### config.mk
export PLATFORM = sky130hd
export DESIGN_NAME = com_bus_arbiter_rr_flat
export DESIGN_NICKNAME = d
export VERILOG_FILES = /design/src/rtl/com_bus_arb_pkg.sv /design/src/rtl/com_bus_arbiter_rr_if.sv /design/src/rtl/com_bus_arbiter_rr_rr_pick.sv /design/src/rtl/com_bus_arbiter_rr.sv /design/src/flat_wrapper.sv
export SDC_FILE = /design/constraint.sdc
export NUM_CORES = 1
export LEC_CHECK = 0
export CAP_MARGIN = 20
export CORE_MARGIN = 1.5
export CORE_UTILIZATION = 60
export CTS_CLUSTER_DIAMETER = 200
export DETAILED_ROUTE_END_ITERATION = 10
export MAX_ROUTING_LAYER = met4
export PLACE_DENSITY = 0.9
export SYNTH_ARGS = -nofsm -noshare
export SYNTH_HDL_FRONTEND = slang
export SYNTH_SLANG_ARGS = --single-unit
### constraint.sdc
create_clock -name clk -period 10.2 [get_ports clk]
set_input_delay 1.53 -clock clk [delete_from_list [all_inputs] [get_ports clk]]
set_output_delay 1.53 -clock clk [all_outputs]
set_load 0.005 [all_outputs]
### src/rtl/com_bus_arb_pkg.sv
// Shared types and helpers for the round-robin common-bus arbiter.
// Optional hold-timeout feature: define COM_BUS_ARB_TIMEOUT_EN.
package com_bus_arb_pkg;

  typedef enum logic [2:0] {
    IDLE      = 3'd0,
    PROC      = 3'd1,
    PROC_NEST = 3'd2,
    NEST_ONLY = 3'd3,
    RELEASE   = 3'd4
  } arb_state_e;

  localparam int DEF_NUM_CORES = 4;

  // Width of an index into n lines; never below one bit.
  function automatic int idx_w(input int n);
    return (n > 1) ? $clog2(n) : 1;
  endfunction

endpackage

### src/rtl/com_bus_arbiter_rr_if.sv
// Request/grant bundle between the bus requesters and the common-bus arbiter.
// master = requester side, slave = arbiter side.
interface com_bus_arbiter_rr_if
  import com_bus_arb_pkg::*;
#(
  parameter int NUM_REQ = 2 * DEF_NUM_CORES,
  parameter int IDW     = idx_w(NUM_REQ)
) ();

  logic [NUM_REQ-1:0] com_bus_req_proc;
  logic [NUM_REQ-1:0] com_bus_req_snoop;
  logic               mem_snoop_req;
  logic [NUM_REQ-1:0] com_bus_gnt_proc;
  logic [NUM_REQ-1:0] com_bus_gnt_snoop;
  logic               mem_snoop_gnt;
  logic               bus_busy;
  logic [IDW-1:0]     gnt_id;
  logic               proto_err;

  modport master (
    output com_bus_req_proc, com_bus_req_snoop, mem_snoop_req,
    input  com_bus_gnt_proc, com_bus_gnt_snoop, mem_snoop_gnt,
    input  bus_busy, gnt_id, proto_err
  );

  modport slave (
    input  com_bus_req_proc, com_bus_req_snoop, mem_snoop_req,
    output com_bus_gnt_proc, com_bus_gnt_snoop, mem_snoop_gnt,
    output bus_busy, gnt_id, proto_err
  );

endinterface

### src/rtl/com_bus_arbiter_rr_rr_pick.sv
// Combinational round-robin picker: first set request at or after start_i, wrapping.
module rr_pick
  import com_bus_arb_pkg::*;
#(
  parameter int N  = 8,
  parameter int IW = idx_w(N)
) (
  input  logic [N-1:0]  req_i,
  input  logic [IW-1:0] start_i,
  output logic          found_o,
  output logic [N-1:0]  onehot_o,
  output logic [IW-1:0] idx_o
);

  logic [IW-1:0] cand [N];

  // cand[k] is the index examined k-th, i.e. (start + k) mod N.
  for (genvar gi = 0; gi < N; gi++) begin : g_cand
    logic [IW:0] sum;
    assign sum       = {1'b0, start_i} + (IW+1)'(gi);
    assign cand[gi]  = (sum >= (IW+1)'(N)) ? IW'(sum - (IW+1)'(N)) : sum[IW-1:0];
  end

  logic          hit;
  logic [IW-1:0] pick;

  always_comb begin
    hit  = 1'b0;
    pick = '0;
    for (int i = 0; i < N; i++) begin
      if (!hit && req_i[cand[i]]) begin
        hit  = 1'b1;
        pick = cand[i];
      end
    end
  end

  assign found_o  = hit;
  assign idx_o    = pick;
  assign onehot_o = hit ? (N'(1) << pick) : '0;

endmodule

### src/rtl/com_bus_arbiter_rr.sv
// Round-robin common-bus arbiter: one processor-side grant plus one nested snoop/memory grant.
// Optional hold timeout enabled by defining COM_BUS_ARB_TIMEOUT_EN.
module com_bus_arbiter_rr
  import com_bus_arb_pkg::*;
#(
  parameter int NUM_CORES = DEF_NUM_CORES,
  parameter int NUM_REQ   = 2 * NUM_CORES,
  parameter int IDW       = idx_w(NUM_REQ)
`ifdef COM_BUS_ARB_TIMEOUT_EN
  , parameter int MAX_HOLD = 256
`endif
) (
  input  logic                clk,
  input  logic                rst_n,
  com_bus_arbiter_rr_if.slave bus
);

  arb_state_e         state_q, state_d;
  logic [IDW-1:0]     proc_ptr_q, proc_ptr_d;
  logic [IDW-1:0]     snoop_ptr_q, snoop_ptr_d;
  logic [IDW-1:0]     gnt_id_q, gnt_id_d;
  logic [NUM_REQ-1:0] gnt_proc_q, gnt_proc_d;
  logic [NUM_REQ-1:0] gnt_snoop_q, gnt_snoop_d;
  logic               mem_gnt_q, mem_gnt_d;
  logic               busy_q, busy_d;
  logic               perr_q, perr_d;

  logic [NUM_REQ-1:0] proc_cand, snoop_cand;
  logic [NUM_REQ-1:0] p_onehot, s_onehot;
  logic [IDW-1:0]     p_idx, s_idx;
  logic               p_found, s_found;
  logic               proc_held, nest_held, release_now;
  logic               timeout;

  function automatic logic [IDW-1:0] ptr_after(input logic [IDW-1:0] i);
    return (i == IDW'(NUM_REQ - 1)) ? '0 : i + 1'b1;
  endfunction

`ifdef COM_BUS_ARB_TIMEOUT_EN
  localparam int CW = $clog2(MAX_HOLD + 1);
  logic [CW-1:0]      cnt_q, cnt_d;
  logic [NUM_REQ-1:0] block_q, block_d;

  // A timed-out requester stays masked until it lowers its request.
  assign proc_cand = bus.com_bus_req_proc & ~block_q;
  assign timeout   = (state_q inside {PROC, PROC_NEST, NEST_ONLY}) &&
                     (cnt_q == CW'(MAX_HOLD - 1));

  always_comb begin
    cnt_d   = (state_q inside {IDLE, RELEASE}) ? '0 : cnt_q + 1'b1;
    block_d = (block_q & bus.com_bus_req_proc) | (timeout ? gnt_proc_q : '0);
  end

  always_ff @(posedge clk or negedge rst_n) begin
    if (!rst_n) begin
      cnt_q   <= '0;
      block_q <= '0;
    end else begin
      cnt_q   <= cnt_d;
      block_q <= block_d;
    end
  end
`else
  assign proc_cand = bus.com_bus_req_proc;
  assign timeout   = 1'b0;
`endif

  // The grantee may never be its own snooper.
  assign snoop_cand = bus.com_bus_req_snoop & ~gnt_proc_q;
  assign proc_held  = |(bus.com_bus_req_proc & gnt_proc_q);
  assign nest_held  = |(bus.com_bus_req_snoop & gnt_snoop_q) |
                      (bus.mem_snoop_req & mem_gnt_q);

  rr_pick #(.N(NUM_REQ), .IW(IDW)) u_proc_pick (
    .req_i    (proc_cand),
    .start_i  (proc_ptr_q),
    .found_o  (p_found),
    .onehot_o (p_onehot),
    .idx_o    (p_idx)
  );

  rr_pick #(.N(NUM_REQ), .IW(IDW)) u_snoop_pick (
    .req_i    (snoop_cand),
    .start_i  (snoop_ptr_q),
    .found_o  (s_found),
    .onehot_o (s_onehot),
    .idx_o    (s_idx)
  );

  always_comb begin
    state_d     = state_q;
    proc_ptr_d  = proc_ptr_q;
    snoop_ptr_d = snoop_ptr_q;
    gnt_proc_d  = gnt_proc_q;
    gnt_snoop_d = gnt_snoop_q;
    mem_gnt_d   = mem_gnt_q;
    gnt_id_d    = gnt_id_q;
    perr_d      = 1'b0;
    release_now = 1'b0;

    if ((state_q == PROC || state_q == PROC_NEST) &&
        |(bus.com_bus_req_snoop & gnt_proc_q))
      perr_d = 1'b1;

    unique case (state_q)
      // RELEASE is the dead cycle; its arbitration decision lands on the
      // following edge so a new grant appears two cycles after the drop.
      IDLE, RELEASE: begin
        gnt_proc_d  = '0;
        gnt_snoop_d = '0;
        mem_gnt_d   = 1'b0;
        gnt_id_d    = '0;
        state_d     = IDLE;
        if (|bus.com_bus_req_snoop)                  perr_d = 1'b1;
        if (state_q == IDLE && bus.mem_snoop_req)    perr_d = 1'b1;
        if (p_found) begin
          gnt_proc_d = p_onehot;
          gnt_id_d   = p_idx;
          proc_ptr_d = ptr_after(p_idx);
          state_d    = PROC;
        end
      end
      PROC: begin
        if (!proc_held) begin
          release_now = 1'b1;
        end else if (s_found) begin
          gnt_snoop_d = s_onehot;
          snoop_ptr_d = ptr_after(s_idx);
          state_d     = PROC_NEST;
        end else if (bus.mem_snoop_req) begin
          mem_gnt_d   = 1'b1;
          state_d     = PROC_NEST;
        end
      end
      PROC_NEST: begin
        if (!proc_held && !nest_held) begin
          release_now = 1'b1;
        end else if (!nest_held) begin
          gnt_snoop_d = '0;
          mem_gnt_d   = 1'b0;
          state_d     = PROC;
        end else if (!proc_held) begin
          gnt_proc_d  = '0;
          gnt_id_d    = '0;
          state_d     = NEST_ONLY;
        end
      end
      NEST_ONLY: begin
        if (!nest_held) release_now = 1'b1;
      end
      default: release_now = 1'b1;
    endcase

    // proc_ptr already sits past the grantee since grant time.
    if (timeout) begin
      release_now = 1'b1;
      perr_d      = 1'b1;
      snoop_ptr_d = snoop_ptr_q;
    end

    if (release_now) begin
      state_d     = RELEASE;
      gnt_proc_d  = '0;
      gnt_snoop_d = '0;
      mem_gnt_d   = 1'b0;
      gnt_id_d    = '0;
    end

    busy_d = (state_d != IDLE);
  end

  always_ff @(posedge clk or negedge rst_n) begin
    if (!rst_n) begin
      state_q     <= IDLE;
      proc_ptr_q  <= '0;
      snoop_ptr_q <= '0;
      gnt_proc_q  <= '0;
      gnt_snoop_q <= '0;
      mem_gnt_q   <= 1'b0;
      gnt_id_q    <= '0;
      busy_q      <= 1'b0;
      perr_q      <= 1'b0;
    end else begin
      state_q     <= state_d;
      proc_ptr_q  <= proc_ptr_d;
      snoop_ptr_q <= snoop_ptr_d;
      gnt_proc_q  <= gnt_proc_d;
      gnt_snoop_q <= gnt_snoop_d;
      mem_gnt_q   <= mem_gnt_d;
      gnt_id_q    <= gnt_id_d;
      busy_q      <= busy_d;
      perr_q      <= perr_d;
    end
  end

  assign bus.com_bus_gnt_proc  = gnt_proc_q;
  assign bus.com_bus_gnt_snoop = gnt_snoop_q;
  assign bus.mem_snoop_gnt     = mem_gnt_q;
  assign bus.bus_busy          = busy_q;
  assign bus.gnt_id            = gnt_id_q;
  assign bus.proto_err         = perr_q;

endmodule
### src/flat_wrapper.sv
// flat-port wrapper written by rule: the top's interface ports become plain ports
module com_bus_arbiter_rr_flat import com_bus_arb_pkg::*;
#(
  parameter int NUM_CORES = DEF_NUM_CORES,
  parameter int NUM_REQ   = 2 * NUM_CORES,
  parameter int IDW       = idx_w(NUM_REQ)

)
  (clk, rst_n, bus_com_bus_req_proc, bus_com_bus_req_snoop, bus_mem_snoop_req, bus_com_bus_gnt_proc, bus_com_bus_gnt_snoop, bus_mem_snoop_gnt, bus_bus_busy, bus_gnt_id, bus_proto_err);
  com_bus_arbiter_rr_if #(.NUM_REQ(NUM_REQ), .IDW(IDW)) bus_i ();
  input  logic clk;
  input  logic rst_n;
  input wire logic [$bits(bus_i.com_bus_req_proc)-1:0] bus_com_bus_req_proc;
  input wire logic [$bits(bus_i.com_bus_req_snoop)-1:0] bus_com_bus_req_snoop;
  input wire logic [$bits(bus_i.mem_snoop_req)-1:0] bus_mem_snoop_req;
  output wire logic [$bits(bus_i.com_bus_gnt_proc)-1:0] bus_com_bus_gnt_proc;
  output wire logic [$bits(bus_i.com_bus_gnt_snoop)-1:0] bus_com_bus_gnt_snoop;
  output wire logic [$bits(bus_i.mem_snoop_gnt)-1:0] bus_mem_snoop_gnt;
  output wire logic [$bits(bus_i.bus_busy)-1:0] bus_bus_busy;
  output wire logic [$bits(bus_i.gnt_id)-1:0] bus_gnt_id;
  output wire logic [$bits(bus_i.proto_err)-1:0] bus_proto_err;
  assign bus_i.com_bus_req_proc = bus_com_bus_req_proc;
  assign bus_i.com_bus_req_snoop = bus_com_bus_req_snoop;
  assign bus_i.mem_snoop_req = bus_mem_snoop_req;
  assign bus_com_bus_gnt_proc = bus_i.com_bus_gnt_proc;
  assign bus_com_bus_gnt_snoop = bus_i.com_bus_gnt_snoop;
  assign bus_mem_snoop_gnt = bus_i.mem_snoop_gnt;
  assign bus_bus_busy = bus_i.bus_busy;
  assign bus_gnt_id = bus_i.gnt_id;
  assign bus_proto_err = bus_i.proto_err;
  com_bus_arbiter_rr #(.NUM_CORES(NUM_CORES), .NUM_REQ(NUM_REQ), .IDW(IDW)) u_core (.clk(clk), .rst_n(rst_n), .bus(bus_i));
endmodule
==> results of run 1 <==
==> flip-flops by register name, summed over array words and instances (netlist names) <==
register,cells
u_core.proc_ptr_q,3
u_core.bus.com_bus_gnt_snoop,8
u_core.bus.mem_snoop_gnt,1
u_core.bus.com_bus_gnt_proc,8
u_core.state_q,3
u_core.bus.gnt_id,3
u_core.bus.bus_busy,1
u_core.snoop_ptr_q,3
u_core.bus.proto_err,1
==> layout make-up <==
cell class / instances / share of cell area
multi-input cells: 308 / 0.644
flip-flops and latches: 31 / 0.183
repair buffers: 44 / 0.102
well taps: 75 / 0.0222
inverters: 22 / 0.0207
clock buffers: 6 / 0.0195
clock inverters: 2 / 0.00828
==> worst max-delay path, cell delays in order <==
cell,delay [ns]
clkdlybuf4s50_1,0.60
nor2b_1,0.27
mux4_2,0.55
mux2i_4,0.21
nor4b_4,0.41
and2_1,0.25
nand2b_1,0.10
a32oi_1,0.31
ha_1,0.24
ha_1,0.19
nand2b_1,0.11
o22ai_1,0.08
==> worst min path at each step <==
stage | start | end | slack [ns] | depth (start not counted)
2_1_floorplan | u_core.bus.gnt_id[1] | u_core.bus.gnt_id[1] | 0.49 | 1
6_report | u_core.bus.gnt_id[1] | u_core.bus.gnt_id[1] | 0.51 | 1
4_1_cts | u_core.bus.gnt_id[1] | u_core.bus.gnt_id[1] | 0.51 | 1
5_1_grt | u_core.bus.gnt_id[2] | u_core.bus.gnt_id[2] | 0.53 | 1
3_3_place_gp | u_core.bus.gnt_id[2] | u_core.bus.gnt_id[2] | 0.49 | 1
3_5_place_dp | u_core.bus.gnt_id[1] | u_core.bus.gnt_id[1] | 0.48 | 1
==> cells in the final DEF (no fill, tap or decap), types with 6 or more instances in the layout <==
cell / instances
a22oi_1: 14
o21ai_0: 9
o211ai_1: 7
a22o_1: 8
o22ai_1: 6
nand2_1: 31
ha_1: 16
nor2_1: 23
nor2b_1: 12
a32o_1: 13
dfrtp_1: 31
mux4_2: 24
nand2b_1: 14
mux2i_1: 14
nand3_1: 6
inv_1: 15
a21oi_1: 10
clkdlybuf4s50_1: 40
clkbuf_8: 6
nor3b_1: 7
==> metal layers <==
layer	GRT usage	part of all wire	vias up	wire length, um
met4	0.117	0.034	0	361
met5	-	0	-	0
li1	-	-	1561	-
met3	0.0522	0.10	48	1070
met1	0.496	0.40	1740	4290
met2	0.527	0.47	280	4990
==> cell families after synthesis <==
group,share of synthesized area
adder cells (fa/ha/maj),0.0542
flip-flops,0.210
AND/OR/NAND/NOR,0.181
buffers and inverters,0.0525
AO/OA/AOI/OAI,0.254
multiplexers,0.230
XOR/XNOR,0.0186
==> stage by stage <==
| stage | util | hold WS, ns | instances |
|---|---|---|---|
| CTS | 0.713 | 0.512 | 487 |
| global route | 0.714 | 0.533 | 488 |
| finish | 0.714 | 0.513 | 488 |
| floorplan | - | 0.490 | 378 |
| global placement | 0.693 | 0.487 | 479 |
| detailed placement | 0.693 | 0.482 | 479 |
==> Yosys cell counts, types with 3 or more instances <==
cell type | number | area share
dfrtp_1 | 31 | 0.21
nand2_1 | 31 | 0.032
mux4_2 | 24 | 0.15
nor2_1 | 23 | 0.023
ha_1 | 16 | 0.054
inv_1 | 15 | 0.015
a22oi_1 | 14 | 0.028
mux2i_1 | 14 | 0.038
nand2b_1 | 14 | 0.024
a32o_1 | 13 | 0.035
nor2b_1 | 12 | 0.020
a21oi_1 | 10 | 0.014
o21ai_0 | 9 | 0.012
a22o_1 | 8 | 0.019
nor3b_1 | 7 | 0.014
o211ai_1 | 7 | 0.014
clkbuf_1 | 6 | 0.0061
nand3_1 | 6 | 0.0081
o22ai_1 | 6 | 0.010
a211oi_1 | 5 | 0.010
and3b_1 | 5 | 0.012
inv_2 | 5 | 0.0051
mux2_2 | 5 | 0.015
nor3_1 | 5 | 0.0068
buf_2 | 4 | 0.0054
buf_4 | 4 | 0.0081
nor4_1 | 4 | 0.0068
xor2_1 | 4 | 0.0095
a32oi_1 | 3 | 0.0071
and2_1 | 3 | 0.0051
buf_6 | 3 | 0.0091
o21a_1 | 3 | 0.0061
o21ai_1 | 3 | 0.0041
==> metrics.txt, run 1 <==
WP data arrival=approximately 4.9 ns; layout cells sized above 1=0.150; Antenna Diode Count=0; Worst Skew=approximately 0.0096 ns; CTS tree=yes; Post-DP Area=4100 um^2; Clock Sink Count=31; initial antenna violation count=0; largest net degree at the start of global routing=32; Cell Area, Synth=3690 um^2; Cell Rows=28; RSZ-0062 raised after global routing=no; highest clock rate=213 MHz; worst hold path type=reg2reg; vias in the first global route=3,303; Reg2Reg Capture Point=u_core.snoop_ptr_q[0]; Vias/cell=roughly 7.4; setup TNS=0 ns; Slew Limit Fails=0; pre-CTS setup slack=5.27 ns; crit share post-route=0.461; ANT nets after route=0; CP max FO=7; fillers=between 400 and 500; PostCTS Resize Cnt=0; post-CTS setup buffers=0; GPL Wtd Cong=about 1; final hold violations=0; cts hold-fix bufs=0; Layout area overhead=14.5%; outcome=completed; post-layout instance area=4230 um^2; cells after synthesis=378; Placeable Area=5920 um^2; via count=roughly 3,600; Worst Tran Pin Value=approximately 0.76 ns; Clock transition at path regs=0.07 ns; initial core utilization=0.624; Port Buffers=40; slew margin rel.=0.492; CP required=between 10 and 15 ns; Tmin final=4.70 ns; First DRT Iteration DRCs=between 600 and 700; Reg-to-Reg Start=u_core.snoop_ptr_q[1]; multi-input combinational cell area=2720 um^2; Max Root-Sink Buffers=2; Ports=41; Register Area=approximately 780 um^2; flop-to-flop setup slack=6.10 ns; number of synthesized register bits=31; Die H=approximately 80 um; Root Driver=clkbuf_8; GRT Overall Usage=0.354; global-route wire length before repair=17,300 um; Max-Cap Viols=0; Unique masters post-synth=between 70 and 80; FF-to-FF path depth=13; Avg WL per Cell=~22 um; Layout Nets=roughly 450; Die ar.=~6600 um^2; worst setup path endpoint=u_core.snoop_ptr_q[0]; syn avg cell area=between 9 and 10 um^2; gr ovfl total=0; Seq/Total Area, Yosys=0.210; Top FF cell, synth=dfrtp_1; CTS H-tree depth=2; critical path startpoint category=input pin; CP Launch Point=bus_com_bus_req_snoop[0]; die width=approximately 80 um; Synth Warn #=0; TritonCTS Buffers=5; # DRC=0; PnR worst setup slack=between 5 and 6 ns; Worst-Skew Late Latency=about 0.29 ns; Routed WL=approximately 11,000 um; share of synthesized flip-flops with an asynchronous set or reset=1.00; DRT Pass-1 Iters=7; Critical Path End Type=flop; Detail Placement HPWL=between 7000 and 8000 um; synthesized net count=between 400 and 500; Setup CP Type=in2reg; number of synthesized flops with an enable pin=0; Final Setup Violations=0
Power of run 1 is not shown: default switching activity piles up to over one toggle a cycle in this logic, so the estimate is an artifact.
==> run 2: changes to the inputs <==
- CORE_UTILIZATION: 60 -> 58
- PLACE_DENSITY: 0.9 -> 0.88
- clock period: 10.2 -> 4.55 ns (I/O delays scaled with it)
==> run 2 against run 1 <==
  * Final cell count up 1.0%
  * Count of clock-buffer cells in the layout unchanged
  * First-iteration DRC count up 28%
  * Worst setup slack worse by 4.8 ns
  * Register-to-register slack worse by 5.4 ns
  * Non-clock buffer count up 5
  * Clock skew about the same
  * Sequential share of layout area down 0.16 points
  * Largest cell class unchanged
  * Critical endpoint unchanged
  * Flip-flop and latch count unchanged
==> metrics.txt, run 2 (synthesis results as in run 1) <==
worst hold path type=reg2reg; final hold violations=0; Layout area overhead=15.5%; crit share post-route=0.853; PostCTS Resize Cnt=0; CTS H-tree depth=2; # DRC=0; Final Setup Violations=0; WP data arrival=4.02 ns; Slew Limit Fails=0; Antenna Diode Count=0; die width=a little over 80 um; Worst-Skew Late Latency=0.29 ns; via count=3,733; Avg WL per Cell=22.7 um; vias in the first global route=roughly 3,500; Layout Nets=between 400 and 500; Detail Placement HPWL=8200 um; CP required=4.69 ns; Slowest-stage cell, CP=dfrtp_1; Worst path max stage delay=~0.62 ns; initial antenna violation count=0; Die ar.=6860 um^2; setup TNS=0 ns; Worst Tran Pin Value=~0.79 ns; fillers=between 400 and 500; CP Buf/Inv Count=1; DRT Pass-1 Iters=7; Setup CP Type=reg2reg; Port Buffers=40; Placeable Area=6030 um^2; largest net degree at the start of global routing=32; critical path startpoint category=flop; Max Root-Sink Buffers=2; placed cells=between 400 and 500; Clock Sink Count=31; TritonCTS Buffers=5; cts hold-fix bufs=0; Vias/cell=7.57; highest-count cells in the layout ignoring fill and taps=clkdlybuf4s50_1 (40), nand2_1 (31), dfrtp_1 (31); post-CTS setup buffers=0; GPL Wtd Cong=roughly 1.1; RSZ-0062 raised after global routing=no; Clock transition at path regs=0.07 ns; CTS tree=yes; Non-Filler Instances=just under 500; critical path cell sequence=inv_2, ha_1, xnor2_2, mux4_2, mux2i_1, or2_2, o311ai_0, a32oi_1, ha_1, ha_1, nand2b_1, o22ai_1; Tmin final=~3.9 ns; initial core utilization=0.613; ANT nets after route=0; delay-heaviest family, CP=multiplexers; Worst Skew=between 0.009 and 0.01 ns; Critical Path End Type=flop; Die H=82.8 um; highest clock rate=between 200 and 300 MHz; Ports=41; layout cells sized above 1=0.160; gr ovfl total=0; Root Driver=clkbuf_8; Routed WL=between 10,000 and 15,000 um; GRT Overall Usage=0.337; Max-Cap Viols=0; most common cell after layout, fill and taps aside=clkdlybuf4s50_1; CP max FO=11; CP dominant cell by count=ha_1; outcome=completed; global-route wire length before repair=18,300 um; slew margin rel.=0.470; Cell Rows=28; First DRT Iteration DRCs=a little over 800
run 2: changes by cell type in the layout (fill, tap and decap cells not counted):
cell   previous run  this run
buf_4             4         9
run 2: worst paths after layout:
check,from,to,slack (ns),cells past startpoint
worst max-delay path,u_core.snoop_ptr_q[1],u_core.snoop_ptr_q[0],0.67,12
worst min-delay path,u_core.bus.gnt_id[2],u_core.bus.gnt_id[2],0.51,1
worst max register to register,u_core.snoop_ptr_q[1],u_core.snoop_ptr_q[0],0.67,12
worst min register to register,u_core.bus.gnt_id[2],u_core.bus.gnt_id[2],0.51,1
max in group asynchronous,rst_n,u_core.bus.com_bus_gnt_proc[4],3.46,2
min in group asynchronous,rst_n,u_core.snoop_ptr_q[1],0.79,2
run 2: per-stage QoR:
step           worst slack, ns  utilization  hold WS, ns  instance area (um^2)
2_1_floorplan            0.852            -        0.387                  3690
3_3_place_gp             0.598        0.689        0.490                  4150
3_5_place_dp             0.468        0.689        0.488                  4150
4_1_cts                  0.734        0.708        0.511                  4270
5_1_grt                  0.444        0.708        0.516                  4270
6_report                 0.668        0.708        0.512                  4270
run 2: layout make-up:
class	count	area, um^2	share of cell area
multi-input combinational	308	2720	0.638
clock inverter	2	35.0	0.00821
clock buffer	6	82.6	0.0194
sequential	31	776	0.182
tap	75	93.8	0.0220
timing repair buffer	49	468	0.110
inverter	22	87.6	0.0205
run 2: layer usage:
metal | vias up | track usage | part of all wire
met3 | 68 | 0.0457 | 0.12
met2 | 335 | 0.501 | 0.46
li1 | 1578 | - | -
met1 | 1752 | 0.469 | 0.38
met4 | 0 | 0.135 | 0.042
met5 | - | - | 0
Power of run 2 is left out for the same reason.
